$ cat config.mk
export PLATFORM = sky130hd
export DESIGN_NAME = hc_enc
export DESIGN_NICKNAME = d
export VERILOG_FILES = /design/src/rtl/hc_enc.sv
export SDC_FILE = /design/constraint.sdc
export NUM_CORES = 1
export LEC_CHECK = 0
export CAP_MARGIN = 20
export CORE_ASPECT_RATIO = 1.2
export CORE_MARGIN = 10
export CORE_UTILIZATION = 60
export CTS_BUF_LIST = sky130_fd_sc_hd__clkbuf_4
export DETAILED_ROUTE_END_ITERATION = 8
export DONT_BUFFER_PORTS = 1
export MAX_ROUTING_LAYER = met4
export PLACE_DENSITY = 0.82
export SLEW_MARGIN = 20
export SYNTH_ARGS = -nofsm -noshare
export SYNTH_HDL_FRONTEND = slang
export SYNTH_SLANG_ARGS = --single-unit
$ cat constraint.sdc
create_clock -name i_clk -period 2.5 [get_ports i_clk]
set_clock_uncertainty 0.1 [all_clocks]
set_input_delay 0.25 -clock i_clk [delete_from_list [all_inputs] [get_ports i_clk]]
set_output_delay 0.25 -clock i_clk [all_outputs]
set_load 0.01 [all_outputs]
$ cat src/rtl/hc_enc.sv
// hc_enc: streaming Hamming(7,4) encoder, one registered codeword per input nibble, LSB nibble first.
// Optional build macro HC_ERR_INJ_EN adds per-codeword single-bit error injection ports.
// Revision: 1.0
`default_nettype none

module hc_enc #(
  parameter int DATA_WD = 4,
  parameter int CHK_WD  = 3,
  parameter int NIBS    = 2,
  parameter int CNT_WD  = 16
) (
  input  logic                        i_clk,
  input  logic                        i_rst,
  input  logic [DATA_WD*NIBS:1]       i_data,
  input  logic                        i_valid,
  output logic                        o_ready,
  output logic [DATA_WD+CHK_WD:1]     o_enc_data,
  output logic                        o_valid,
  input  logic                        i_ready,
  output logic                        o_last,
  output logic [CNT_WD-1:0]           o_cw_cnt
`ifdef HC_ERR_INJ_EN
  ,
  input  logic                        i_inj_en,
  input  logic [3:1]                  i_inj_pos
`endif
);

  localparam int CW_WD  = DATA_WD + CHK_WD;
  localparam int IDX_WD = (NIBS > 1) ? $clog2(NIBS) : 1;
  localparam logic [IDX_WD-1:0] LAST_IDX = IDX_WD'(NIBS - 1);

  typedef enum logic {IDLE, BUSY} state_t;

  state_t                    state;
  logic [DATA_WD*NIBS-1:0]   word;
  logic [DATA_WD*NIBS-1:0]   word_shift;
  logic [IDX_WD-1:0]         nib_idx;
  logic [IDX_WD-1:0]         nib_idx_nxt;
  logic [CW_WD:1]            inj_mask;
  logic                      in_xfer;
  logic                      out_xfer;

  function automatic logic [CW_WD:1] encode(input logic [DATA_WD-1:0] d);
    logic [CW_WD:1] c;
    c[3] = d[0];
    c[5] = d[1];
    c[6] = d[2];
    c[7] = d[3];
    c[1] = c[3] ^ c[5] ^ c[7];
    c[2] = c[3] ^ c[6] ^ c[7];
    c[4] = c[5] ^ c[6] ^ c[7];
    return c;
  endfunction

`ifdef HC_ERR_INJ_EN
  always_comb begin
    inj_mask = '0;
    if (i_inj_en && (i_inj_pos != 3'd0))
      inj_mask[i_inj_pos] = 1'b1;
  end
`else
  assign inj_mask = '0;
`endif

  // o_last is only ever set while BUSY, so it doubles as "presenting the final nibble".
  assign o_ready     = !i_rst && ((state == IDLE) || (o_last && i_ready));
  assign in_xfer     = i_valid && o_ready;
  assign out_xfer    = o_valid && i_ready;
  assign word_shift  = word >> DATA_WD;
  assign nib_idx_nxt = nib_idx + 1'b1;

  always_ff @(posedge i_clk) begin
    if (i_rst) begin
      state      <= IDLE;
      word       <= '0;
      nib_idx    <= '0;
      o_valid    <= 1'b0;
      o_enc_data <= '0;
      o_last     <= 1'b0;
      o_cw_cnt   <= '0;
    end else begin
      if (out_xfer)
        o_cw_cnt <= o_cw_cnt + 1'b1;
      // A new word takes priority; it also covers the back-to-back case on the final nibble.
      if (in_xfer) begin
        state      <= BUSY;
        word       <= i_data;
        nib_idx    <= '0;
        o_valid    <= 1'b1;
        o_enc_data <= encode(i_data[DATA_WD:1]) ^ inj_mask;
        o_last     <= (NIBS == 1);
      end else if (out_xfer) begin
        if (!o_last) begin
          word       <= word_shift;
          nib_idx    <= nib_idx_nxt;
          o_enc_data <= encode(word_shift[DATA_WD-1:0]) ^ inj_mask;
          o_last     <= (nib_idx_nxt == LAST_IDX);
        end else begin
          state   <= IDLE;
          o_valid <= 1'b0;
          o_last  <= 1'b0;
        end
      end
    end
  end

endmodule

`default_nettype wire

# Word level (Yosys, flattened, before mapping)
# Index checks and enable logic that the tools add are counted.
# totals
in_bits	12
elab_cells	45
output_inout_bits	26
register_bits	34
# op_classes
bitwise	14
reduce_logical	12
mux	10
n_eq_ne	1
n_addsub	2
# ops
op	count
two-way mux 8 bit	3
two-way mux 7 bit	3
adder 16 x 1 -> 16 bit, second input constant	1
bitwise XOR 1 bit	12
AND reduction 2 bit	3
logical AND 1 bit	4
two-way mux 1 bit	4
nonzero test 2 bit	2
!= test 2 x 1 -> 1 bit, second input constant	1
NOT 1 bit	2
OR reduction 2 bit	1
adder 1 bit, second input constant	1
zero test 1 bit	1
logical OR 1 bit	1

# Depth between registers and ports, before layout
# Gate-level depths: netlist of the first run.
# logic_depth
word_depth	6
depth_mapped	6
depth_no_buf	5

# Worst setup path before layout of the first run
# Ideal clock, no wire load.
# synth_timing
kind	flip-flop to flip-flop
from	register state (netlist name)
to	register o_cw_cnt[13]
synth_period_minus_slack_ns	1.524
setup_ns	0.121
t_arrival_ns	1.303
t_required_ns	2.279
slack_ns	0.976
n_path_buf	1
stages_incl_launch_ff	6
cell_sequence	dfxtp_1 -> buf_4 -> nand4_4 -> nor3_2 -> nand3_1 -> mux2_4
# synth_rtl
element	line	source
end signal: assignment	84	o_cw_cnt <= o_cw_cnt + 1'b1;
end: declaration	21	output logic [CNT_WD-1:0] o_cw_cnt

# Final worst setup path of the first run
# layout_timing
from	register state
to	register o_enc_data[2] (netlist bit)
# layout_between
elab_chain_len	6
word_cells_on_any_way	9
classes_between	eq/ne (1); mux (1); bitwise (1); reduce/logical (6)
# layout_rtl
element	line	source
start: declaration	35	state_t state;
start signal: assignment	75	state <= IDLE;
start signal: assignment	87	state <= BUSY;
start signal: assignment	100	state <= IDLE;
NOT 1 bit	67	assign o_ready = !i_rst && ((state == IDLE) || (o_last && i_ready));
logical OR 1 bit	67	
logical AND 1 bit	67	
logical AND 1 bit	68	assign in_xfer = i_valid && o_ready;
!= test 2 x 1 -> 1 bit (no line) / nonzero test 2 bit (equally long branches)	--	
AND reduction 2 bit (no line)	--	
end signal: assignment	91	o_enc_data <= encode(i_data[DATA_WD:1]) ^ inj_mask;
end signal: assignment	97	o_enc_data <= encode(word_shift[DATA_WD-1:0]) ^ inj_mask;
end: declaration	17	output logic [DATA_WD+CHK_WD:1] o_enc_data,
# Several ways; a longest one is shown, not always the timed one.
# A chain may end at the register's enable or synchronous reset.

==> flow_summary_export.csv, run 1 <==
group,metric,value,unit
setup_path,crit_required,2.56,ns
timing,period_share,71.5,%
timing,setup_viol,0,
placement,io_buffers,0,
synthesis,synth.distinct_cells,39,
global_route,grt_overflow,0,
cells_and_area,diodes,0,
power,ir_drop,416,uV
clocking,cts_resized,0,
placement,dp_slack,0.748,ns
timing,hold_viol,0,
clocking,clk_pin_slew,0.09,ns
global_route,grt_max_degree,27,
timing,max_clock_freq,0.559,GHz
clocking,cts.sinks,30,
timing,finalCriticalPeriod,1.79,ns
synthesis,synth_area,1580,um^2
timing,worst_slack,0.712,ns
setup_path,critPathKind,"reg2reg",
synthesis,ys_ff_latch,30,
cells_and_area,nFillCells,225,
cells_and_area,final_cell_mix,"dfxtp_1 (30), nor2_1 (27), xnor2_1 (15)",
route,ant_nets,0,
timing,rsz0062_at_grt,"false",
global_route,antenna_found_initial,0,
clocking,insertion_delay,0.33,ns
placement,place_area,1540,um^2
global_route,grt_pass1_vias,1198,
setup_path,worstSetupStartpointType,"flip-flop",
clocking,htreeDepth,2,
clocking,numCtsBuffers,5,
setup_path,arrival,1.85,ns
floorplan,die_h,76.2,um
clocking,cts_tree,"done",
floorplan,core-area,2530,um^2
cells_and_area,drive_gt1_share,14.0,%
job,max-cap-violations,0,
hold_path,hp-class,"in2reg",
timing,slew_headroom,32.5,%
timing,slew_violations,0,
floorplan,ios,38,
timing,tightest_slew,1.01,ns
synthesis,synth.yosys.seq_area_share,38.0,%
route,drc,0,
route,drtIter0Drc,65,
timing,tns,0,ns
synthesis,syn_inst,171,
route,post_drt_wl_per_cell,16.4,um
clocking,postCtsSetupRepairBufs,0,
outcome,status,"finished, final reports clean",
cells_and_area,final_common_cell,"dfxtp_1",
power,leakage,0.000602,uW
route,viasPerCell,5.85,
route,drt_pass1_iterations,4,
route,totalWireLength,3.36,mm
floorplan,rows,20,
synthesis,syn_nets,184,
clocking,clk_path_buf_depth,2,
cells_and_area,final_cells,205,
synthesis,ys_warn_count,0,
floorplan,start_util,62.5,%
placement,dp_cells,192,
synthesis,synthArstFlopShare,0,%
synthesis,synth_edf_count,0,
power,power.density,538,nW/um^2
timing,hold_ws,0.0179,ns
cells_and_area,stdcell_area,1640,um^2
setup_path,cp-end-kind,"flip-flop",
cells_and_area,area.growth.synth_to_final,4.04,%
placement,dp_hpwl,2.53,mm
global_route,grt_use_total,14.3,%
setup_path,cp_max_fo,10,
floorplan,die_w,66.9,um
clocking,clockRootBuffer,"clkbuf_4",
synthesis,synth_area_per_cell,9.24,um^2
cells_and_area,num-nets-final,184,
route,vias,1199,
synthesis,synth_ff_type,"dfxtp_1",
placement,gp_congestion,0.817,
floorplan,die-area,5100,um^2
global_route,grt_first_pass_wirelength,5.60,mm
## critical path, stage by stage (launching register included)
cell	delay, ns
dfxtp_1	0.62
a21bo_4	0.31
and2_1	0.26
a21oi_1	0.24
a221oi_2	0.09
## Yosys cell counts, types with 4 or more instances
library cell / count / area [um^2]
nand2b_1: 4 / 25.0
nand3_1: 9 / 45.0
mux2i_1: 5 / 50.1
buf_4: 7 / 52.6
o21a_1: 4 / 30.0
a211oi_1: 5 / 37.5
xnor2_1: 15 / 131
nor2_1: 27 / 101
dfxtp_1: 30 / 601
xor2_1: 4 / 35.0
nand2_1: 9 / 33.8
a21oi_1: 9 / 45.0
## per-layer routing
metal	GRT usage [%]	up-vias	part of all wire, %
met3	7.50	10	11
met1	14.0	561	38
met5	-	-	0
met2	23.0	40	49
met4	5.56	0	1.8
li1	-	588	-
## final cells by class
type | count | area [um^2] | share of cell area (%)
Timing Repair Buffer | 5 | 50.0 | 3.04
Inverter | 3 | 11.3 | 0.685
Clock buffer | 6 | 45.0 | 2.74
Sequential cell | 30 | 601 | 36.5
Clock inverter | 2 | 8.76 | 0.533
Multi-Input combinational cell | 126 | 887 | 54.0
Tap cell | 33 | 41.3 | 2.51
## metrics by stage
step	util [%]	power (uW)
6_report	65.0	884
5_1_grt	65.0	943
4_1_cts	64.3	895
3_5_place_dp	60.9	608
3_3_place_gp	60.9	603
2_1_floorplan	-	613
## final timing paths
check | from | endpoint | slack [ns] | cells past startpoint
worst max register to register | state$_SDFFE_PP0P_ | o_enc_data[2]$_SDFFE_PP0P_ | 0.71 | 4
worst max-delay path | state$_SDFFE_PP0P_ | o_enc_data[2]$_SDFFE_PP0P_ | 0.71 | 4
worst min-delay path | i_data[1] | o_enc_data[3]$_SDFFE_PP0P_ | 0.02 | 2
worst min register to register | nib_idx$_SDFFE_PP0P_ | nib_idx$_SDFFE_PP0P_ | 0.46 | 2
## repair_timing
item | 4_1_cts | 5_1_grt
setup endpoints to repair | 0 | 0
endpoints found under the hold margin | 26 | 2
hold buffers | 3 | 2
## power by group
group	switching [uW]	internal, uW	total [uW]
combinational	46.2	44.6	90.8
clock	159	116	275
sequential	24.6	494	518
total	230	654	884
## state kept, by name (all words and copies together), names as in the netlist
register	cells
o_last	1
state	1
o_cw_cnt	16
nib_idx	1
word	5
o_enc_data	6
## cells by family (layout without fill, tap and decap cells)
group	count (synthesis)	after routing	synth area share, %
AOI/OAI and AO/OA	27	27	12.6
xor gates and xnor gates	19	19	10.5
adders and majority gates	1	1	0.792
buffers and inverters	15	16	5.86
DFF	30	30	38.0
muxes	8	8	5.78
and+or+nand+nor	71	71	26.4
Power figures use the tool's default switching activity.
==> inputs of run 2 (changes only) <==
CORE_UTILIZATION = 59   (was 60)
PLACE_DENSITY = 0.84   (was 0.82)
clock period = 1.6 ns   (was 2.5 ns; I/O delays follow)
==> flow_summary_export.csv, run 2 (synthesis gave the netlist of run 1 again) <==
group,metric,value,unit
route,wl_met3,349,um
cells_and_area,postLayoutCoreUtil,75.1,%
power,comb_power_share,14.0,%
power,ir_drop,744,uV
hold_path,whs_path_depth,2,
clocking,cts_tree,"done",
setup_path,cp.depth,4,
route,top_layer,"met4",
timing,finalCriticalPeriod,1.57,ns
placement,io_buffers,0,
route,wl_met1,1.51,mm
route,drc,0,
cells_and_area,reg.largest.list,"o_cw_cnt: 16 flops, o_enc_data: 6 flops, word: 5 flops",
setup_path,cp-end-kind,"flip-flop",
route,drt_pass1_iterations,4,
clocking,clk_path_buf_depth,2,
hold_path,hp-class,"in2reg",
setup_path,critPathKind,"reg2reg",
hold_path,min_delay_worst_endpoint,"o_enc_data[2]$_SDFFE_PP0P_",
placement,dp_hpwl,2.66,mm
setup_path,crit_required,1.72,ns
setup_path,rr_endpoint,"o_cw_cnt[1]$_SDFFE_PP0P_",
route,post_drt_wl_per_cell,17.3,um
timing,hold_ws,0.0110,ns
global_route,grt_pass1_vias,1369,
job,max-cap-violations,0,
timing,rsz0062_at_grt,"true",
cells_and_area,top_register,"o_cw_cnt",
floorplan,rows,20,
floorplan,core-area,2550,um^2
cells_and_area,final_common_cell,"dfxtp_1",
route,vias,1339,
global_route,grt_max_degree,27,
power,power_frac_clock,28.1,%
timing,slew_headroom,34.6,%
cells_and_area,stdcell_area,1920,um^2
timing,slew_violations,0,
setup_path,rr_worst_depth,4,
power,seq_power_share,57.9,%
setup_path,cp_slowest_cell,"dlygate4sd3_1",
global_route,antenna_found_initial,0,
setup_path,critPathTopFamily,"buffers and inverters",
clocking,htreeDepth,2,
cells_and_area,drive_gt1_share,21.5,%
floorplan,ios,38,
cells_and_area,diodes,0,
placement,gp_congestion,0.825,
route,totalWireLength,4.03,mm
hold_path,hp-start,"i_data[3]",
setup_path,cp_max_fo,3,
timing,period_share,98.2,%
setup_path,arrival,1.69,ns
floorplan,start_util,61.9,%
global_route,grt_first_pass_wirelength,6.44,mm
route,drtIter0Drc,64,
timing,worst_slack,0.0288,ns
setup_path,path_cells,"ha_1, nand3_1, a21oi_2, dlygate4sd3_1",
timing,max_clock_freq,0.636,GHz
cells_and_area,num-nets-final,214,
timing,tightest_slew,0.981,ns
floorplan,die-area,5160,um^2
floorplan,die_w,67.2,um
timing,setup_viol,0,
route,viasPerCell,5.75,
clocking,numCtsBuffers,5,
global_route,grt_overflow,0,
power,leakage,0.000755,uW
clocking,insertion_delay,0.33,ns
power,p_sw,365,uW
outcome,status,"finished, final reports clean",
power,power.density,724,nW/um^2
setup_path,r2r-start,"o_cw_cnt[1]$_SDFFE_PP0P_",
setup_path,worstPathBufferInverterCount,1,
floorplan,die_h,76.7,um
route,met2RoutedLength,2.11,mm
timing,hold_viol,0,
setup_path,r2r_setup_slack,0.03,ns
cells_and_area,largest_reg_flops,16,
route,ant_nets,0,
power,switching_share,26.3,%
clocking,clockRootBuffer,"clkbuf_4",
power,p_total,1390,uW
placement,place_area,1650,um^2
setup_path,worst_path_largest_cell_delay,0.54,ns
setup_path,worstSetupStartpointType,"flip-flop",
global_route,grt_use_total,16.3,%
cells_and_area,final_cell_mix,"dfxtp_1 (28), nor2_1 (27), dlygate4sd3_1 (17)",
power,internal_power,1020,uW
clocking,cts.sinks,30,
clocking,clk_pin_slew,0.09,ns
cells_and_area,area.growth.synth_to_final,21.3,%
placement,dp_slack,0.0155,ns
[run 2: changes by cell type in the layout (fill, tap and decap cells not counted), sizes merged]
cell	delta
clkbuf	-1
buf	+17
dlymetal6s4s	+1
clkinv	-1
dlygate4sd3	+12
[run 2: cell type report]
class | instances | area [um^2]
multi-input combinational | 126 | 901
clock inverter | 1 | 3.75
timing repair buffer | 35 | 314
fill | 178 | 636
inverter | 3 | 11.3
sequential | 30 | 608
clock buffer | 5 | 37.5
tap | 33 | 41.3
[run 2: routing by layer]
layer / up-vias / GRT usage (%)
met3: 7 / 7.70
met1: 648 / 16.3
met2: 41 / 26.6
met5: - / -
met4: 0 / 5.97
li1: 643 / -
[run 2: repair_timing]
item | CTS | global route
buffers inserted | 1 | 1
pin swaps | 1 | 1
hold buffers | 17 | 1
resized for setup | 3 | 7
endpoints found under the setup margin | 2 | 9
hold endpoints to repair | 30 | 1
[run 2: how the worst max path moves through the flow]
stage	slack [ns]	startpoint	to
final	0.03	o_cw_cnt[1]$_SDFFE_PP0P_	o_cw_cnt[1]$_SDFFE_PP0P_
after global routing	-0.03	o_cw_cnt[0]$_SDFFE_PP0P_	o_cw_cnt[1]$_SDFFE_PP0P_
after CTS	0.002	i_rst	o_cw_cnt[15]$_SDFFE_PP0P_
after global placement	0.11	o_cw_cnt[0]$_SDFFE_PP0P_	o_cw_cnt[14]$_SDFFE_PP0P_
after floorplan	0.08	state$_SDFFE_PP0P_	o_cw_cnt[13]$_SDFFE_PP0P_
after detailed placement	0.02	o_cw_cnt[0]$_SDFFE_PP0P_	o_cw_cnt[12]$_SDFFE_PP0P_
[run 2: power groups by stage]
stage	combinational (uW)	clock, uW	sequential [uW]
detailed placement	137	0	821
floorplan	147	0	811
finish	195	390	803
CTS	183	408	804
global route	213	438	807
global placement	131	0	818
[run 2: stage by stage]
| step | TNS [ns] | cells |
|---|---|---|
| 3_3_place_gp | 0 | 207 |
| 4_1_cts | 0 | 231 |
| 3_5_place_dp | 0 | 207 |
| 2_1_floorplan | 0 | 171 |
| 5_1_grt | -0.0315 | 233 |
| 6_report | 0 | 233 |
[run 2: worst register-to-register path: stages (launching register included)]
cell and delay [ns]:
dfxtp_1 0.41, ha_1 0.26, nand3_1 0.10, a21oi_2 0.06, dlygate4sd3_1 0.54
==> inputs of run 3 (changes only) <==
==> constraint.sdc (replaced) <==
create_clock -name i_clk -period 1.6 [get_ports i_clk]
set_clock_uncertainty 0.1 [all_clocks]
set_input_delay 0 -clock i_clk [delete_from_list [all_inputs] [get_ports i_clk]]
set_output_delay 0 -clock i_clk [all_outputs]
set_load 0.01 [all_outputs]
==> flow_summary_export.csv, run 3 (synthesis gave the netlist of run 1 again) <==
group,metric,value,unit
setup_path,cp-end-kind,"flip-flop",
global_route,grt_pass1_vias,1357,
route,drtIter0Drc,56,
placement,gp_congestion,0.825,
clocking,htreeDepth,2,
setup_path,crit_required,1.72,ns
timing,finalCriticalPeriod,1.52,ns
cells_and_area,final_common_cell,"dfxtp_1",
setup_path,cp_slowest_cell,"dfxtp_1",
power,power.density,747,nW/um^2
global_route,antenna_found_initial,0,
placement,dp_hpwl,2.66,mm
route,vias,1280,
setup_path,critPathTopFamily,"simple AND/OR/NAND/NOR gates",
cells_and_area,drive_gt1_share,22.1,%
power,ir_drop,727,uV
floorplan,die_h,76.7,um
setup_path,critPathKind,"reg2reg",
route,drt_pass1_iterations,4,
floorplan,start_util,61.9,%
floorplan,die_w,67.2,um
setup_path,cp_max_fo,7,
route,viasPerCell,5.61,
floorplan,rows,20,
cells_and_area,largest_reg_flops,16,
clocking,cts.sinks,30,
cells_and_area,top_register,"o_cw_cnt",
cells_and_area,final_cell_mix,"dfxtp_1 (28), nor2_1 (27), buf_4 (17)",
clocking,clk_path_buf_depth,2,
clocking,clk_pin_slew,0.09,ns
timing,setup_viol,0,
job,max-cap-violations,0,
cells_and_area,reg.largest.list,"o_cw_cnt: 16 flops, o_enc_data: 6 flops, word: 5 flops",
timing,slew_headroom,75.6,%
hold_path,hp-start,"i_ready",
cells_and_area,diodes,0,
floorplan,core-area,2550,um^2
cells_and_area,num-nets-final,209,
timing,slew_violations,0,
clocking,insertion_delay,0.33,ns
global_route,grt_max_degree,37,
cells_and_area,area.growth.synth_to_final,17.3,%
route,post_drt_wl_per_cell,16.1,um
timing,hold_viol,0,
global_route,grt_use_total,15.8,%
cells_and_area,final_cells,228,
power,leakage,0.000725,uW
power,p_total,1380,uW
setup_path,r2r-start,"o_cw_cnt[1]$_SDFFE_PP0P_",
hold_path,hp-class,"in2reg",
placement,dp_cells,207,
outcome,status,"finished, final reports clean",
global_route,grt_overflow,0,
global_route,grt_first_pass_wirelength,6.32,mm
timing,max_clock_freq,0.657,GHz
setup_path,worstPathBufferInverterCount,1,
route,totalWireLength,3.68,mm
route,drc,0,
placement,io_buffers,0,
setup_path,worstSetupStartpointType,"flip-flop",
setup_path,path_cells,"ha_1, nand3_2, nor3_4, buf_4, xnor2_1, nor2_1",
clocking,cts_tree,"done",
timing,rsz0062_at_grt,"true",
setup_path,worst_path_largest_cell_delay,0.41,ns
timing,tightest_slew,0.364,ns
route,ant_nets,0,
floorplan,die-area,5160,um^2
setup_path,critPathLaunch,"o_cw_cnt[1]$_SDFFE_PP0P_",
timing,period_share,95.1,%
floorplan,ios,38,
setup_path,arrival,1.64,ns
clocking,numCtsBuffers,5,
clocking,clockRootBuffer,"clkbuf_4",
-- run 3: cell count changes in the layout (fill, tap and decap cells not counted), sizes merged --
cell,previous run,this run
dlygate4sd3,17,12
buf,17,18
dlymetal6s4s,1,0
-- run 3: power breakdown --
part,switching [uW],internal (uW),total (uW),leakage (uW)
Clock,240,150,389,0.0000246
Sequential,31.0,772,803,0.000244
Combinational,95.2,96.5,192,0.000456
-- run 3: stage by stage --
| step | setup WS [ns] | util [%] | setup TNS [ns] | area (um^2) | hold WS [ns] |
|---|---|---|---|---|---|
| after floorplan | 0.0758 | - | 0 | 1580 | 0.0207 |
| after global placement | 0.114 | 64.8 | 0 | 1650 | -0.0401 |
| after detailed placement | 0.0155 | 64.8 | 0 | 1650 | -0.0423 |
| after CTS | 0.0154 | 72.2 | 0 | 1840 | 0.0969 |
| after global routing | -0.0456 | 72.6 | -0.0917 | 1850 | 0.118 |
| final | 0.0778 | 72.6 | 0 | 1850 | 0.111 |
-- run 3: timing repair --
action                     4_1_cts  5_1_grt
setup buffers                    1        1
gates resized for setup          1        3
hold buffers                    13        0
hold endpoints to repair        31        0
setup endpoints to repair        1        9
pin swaps                        1        1
-- run 3: path summary, 6_finish.rpt --
kind                                    to  cells after the start  slack, ns
hold reg to reg       word[4]$_SDFFE_PP0P_                      3       0.47
setup reg to reg  o_cw_cnt[8]$_SDFFE_PP0P_                      6       0.08
setup / recovery  o_cw_cnt[8]$_SDFFE_PP0P_                      6       0.08
hold / removal        nib_idx$_SDFFE_PP0P_                      3       0.11
-- run 3: layout make-up --
type,count,area (um^2)
timing repair buffer,30,268
fill,188,699
inverter,3,11.3
clock inverter,1,3.75
tap,33,41.3
sequential,30,603
clock buffer,5,37.5
multi-input combinational,126,888
-- run 3: routing by layer --
layer | GRT usage (%) | wire [um]
met3 | 7.70 | 344
met4 | 5.56 | 55
met2 | 26.3 | 1930
met5 | - | 0
met1 | 15.4 | 1350
-- run 3: worst min-delay path, cell delays in order --
cell and delay, ns:
nand3b_2 0.27, xor2_1 0.18, nor3_1 0.05
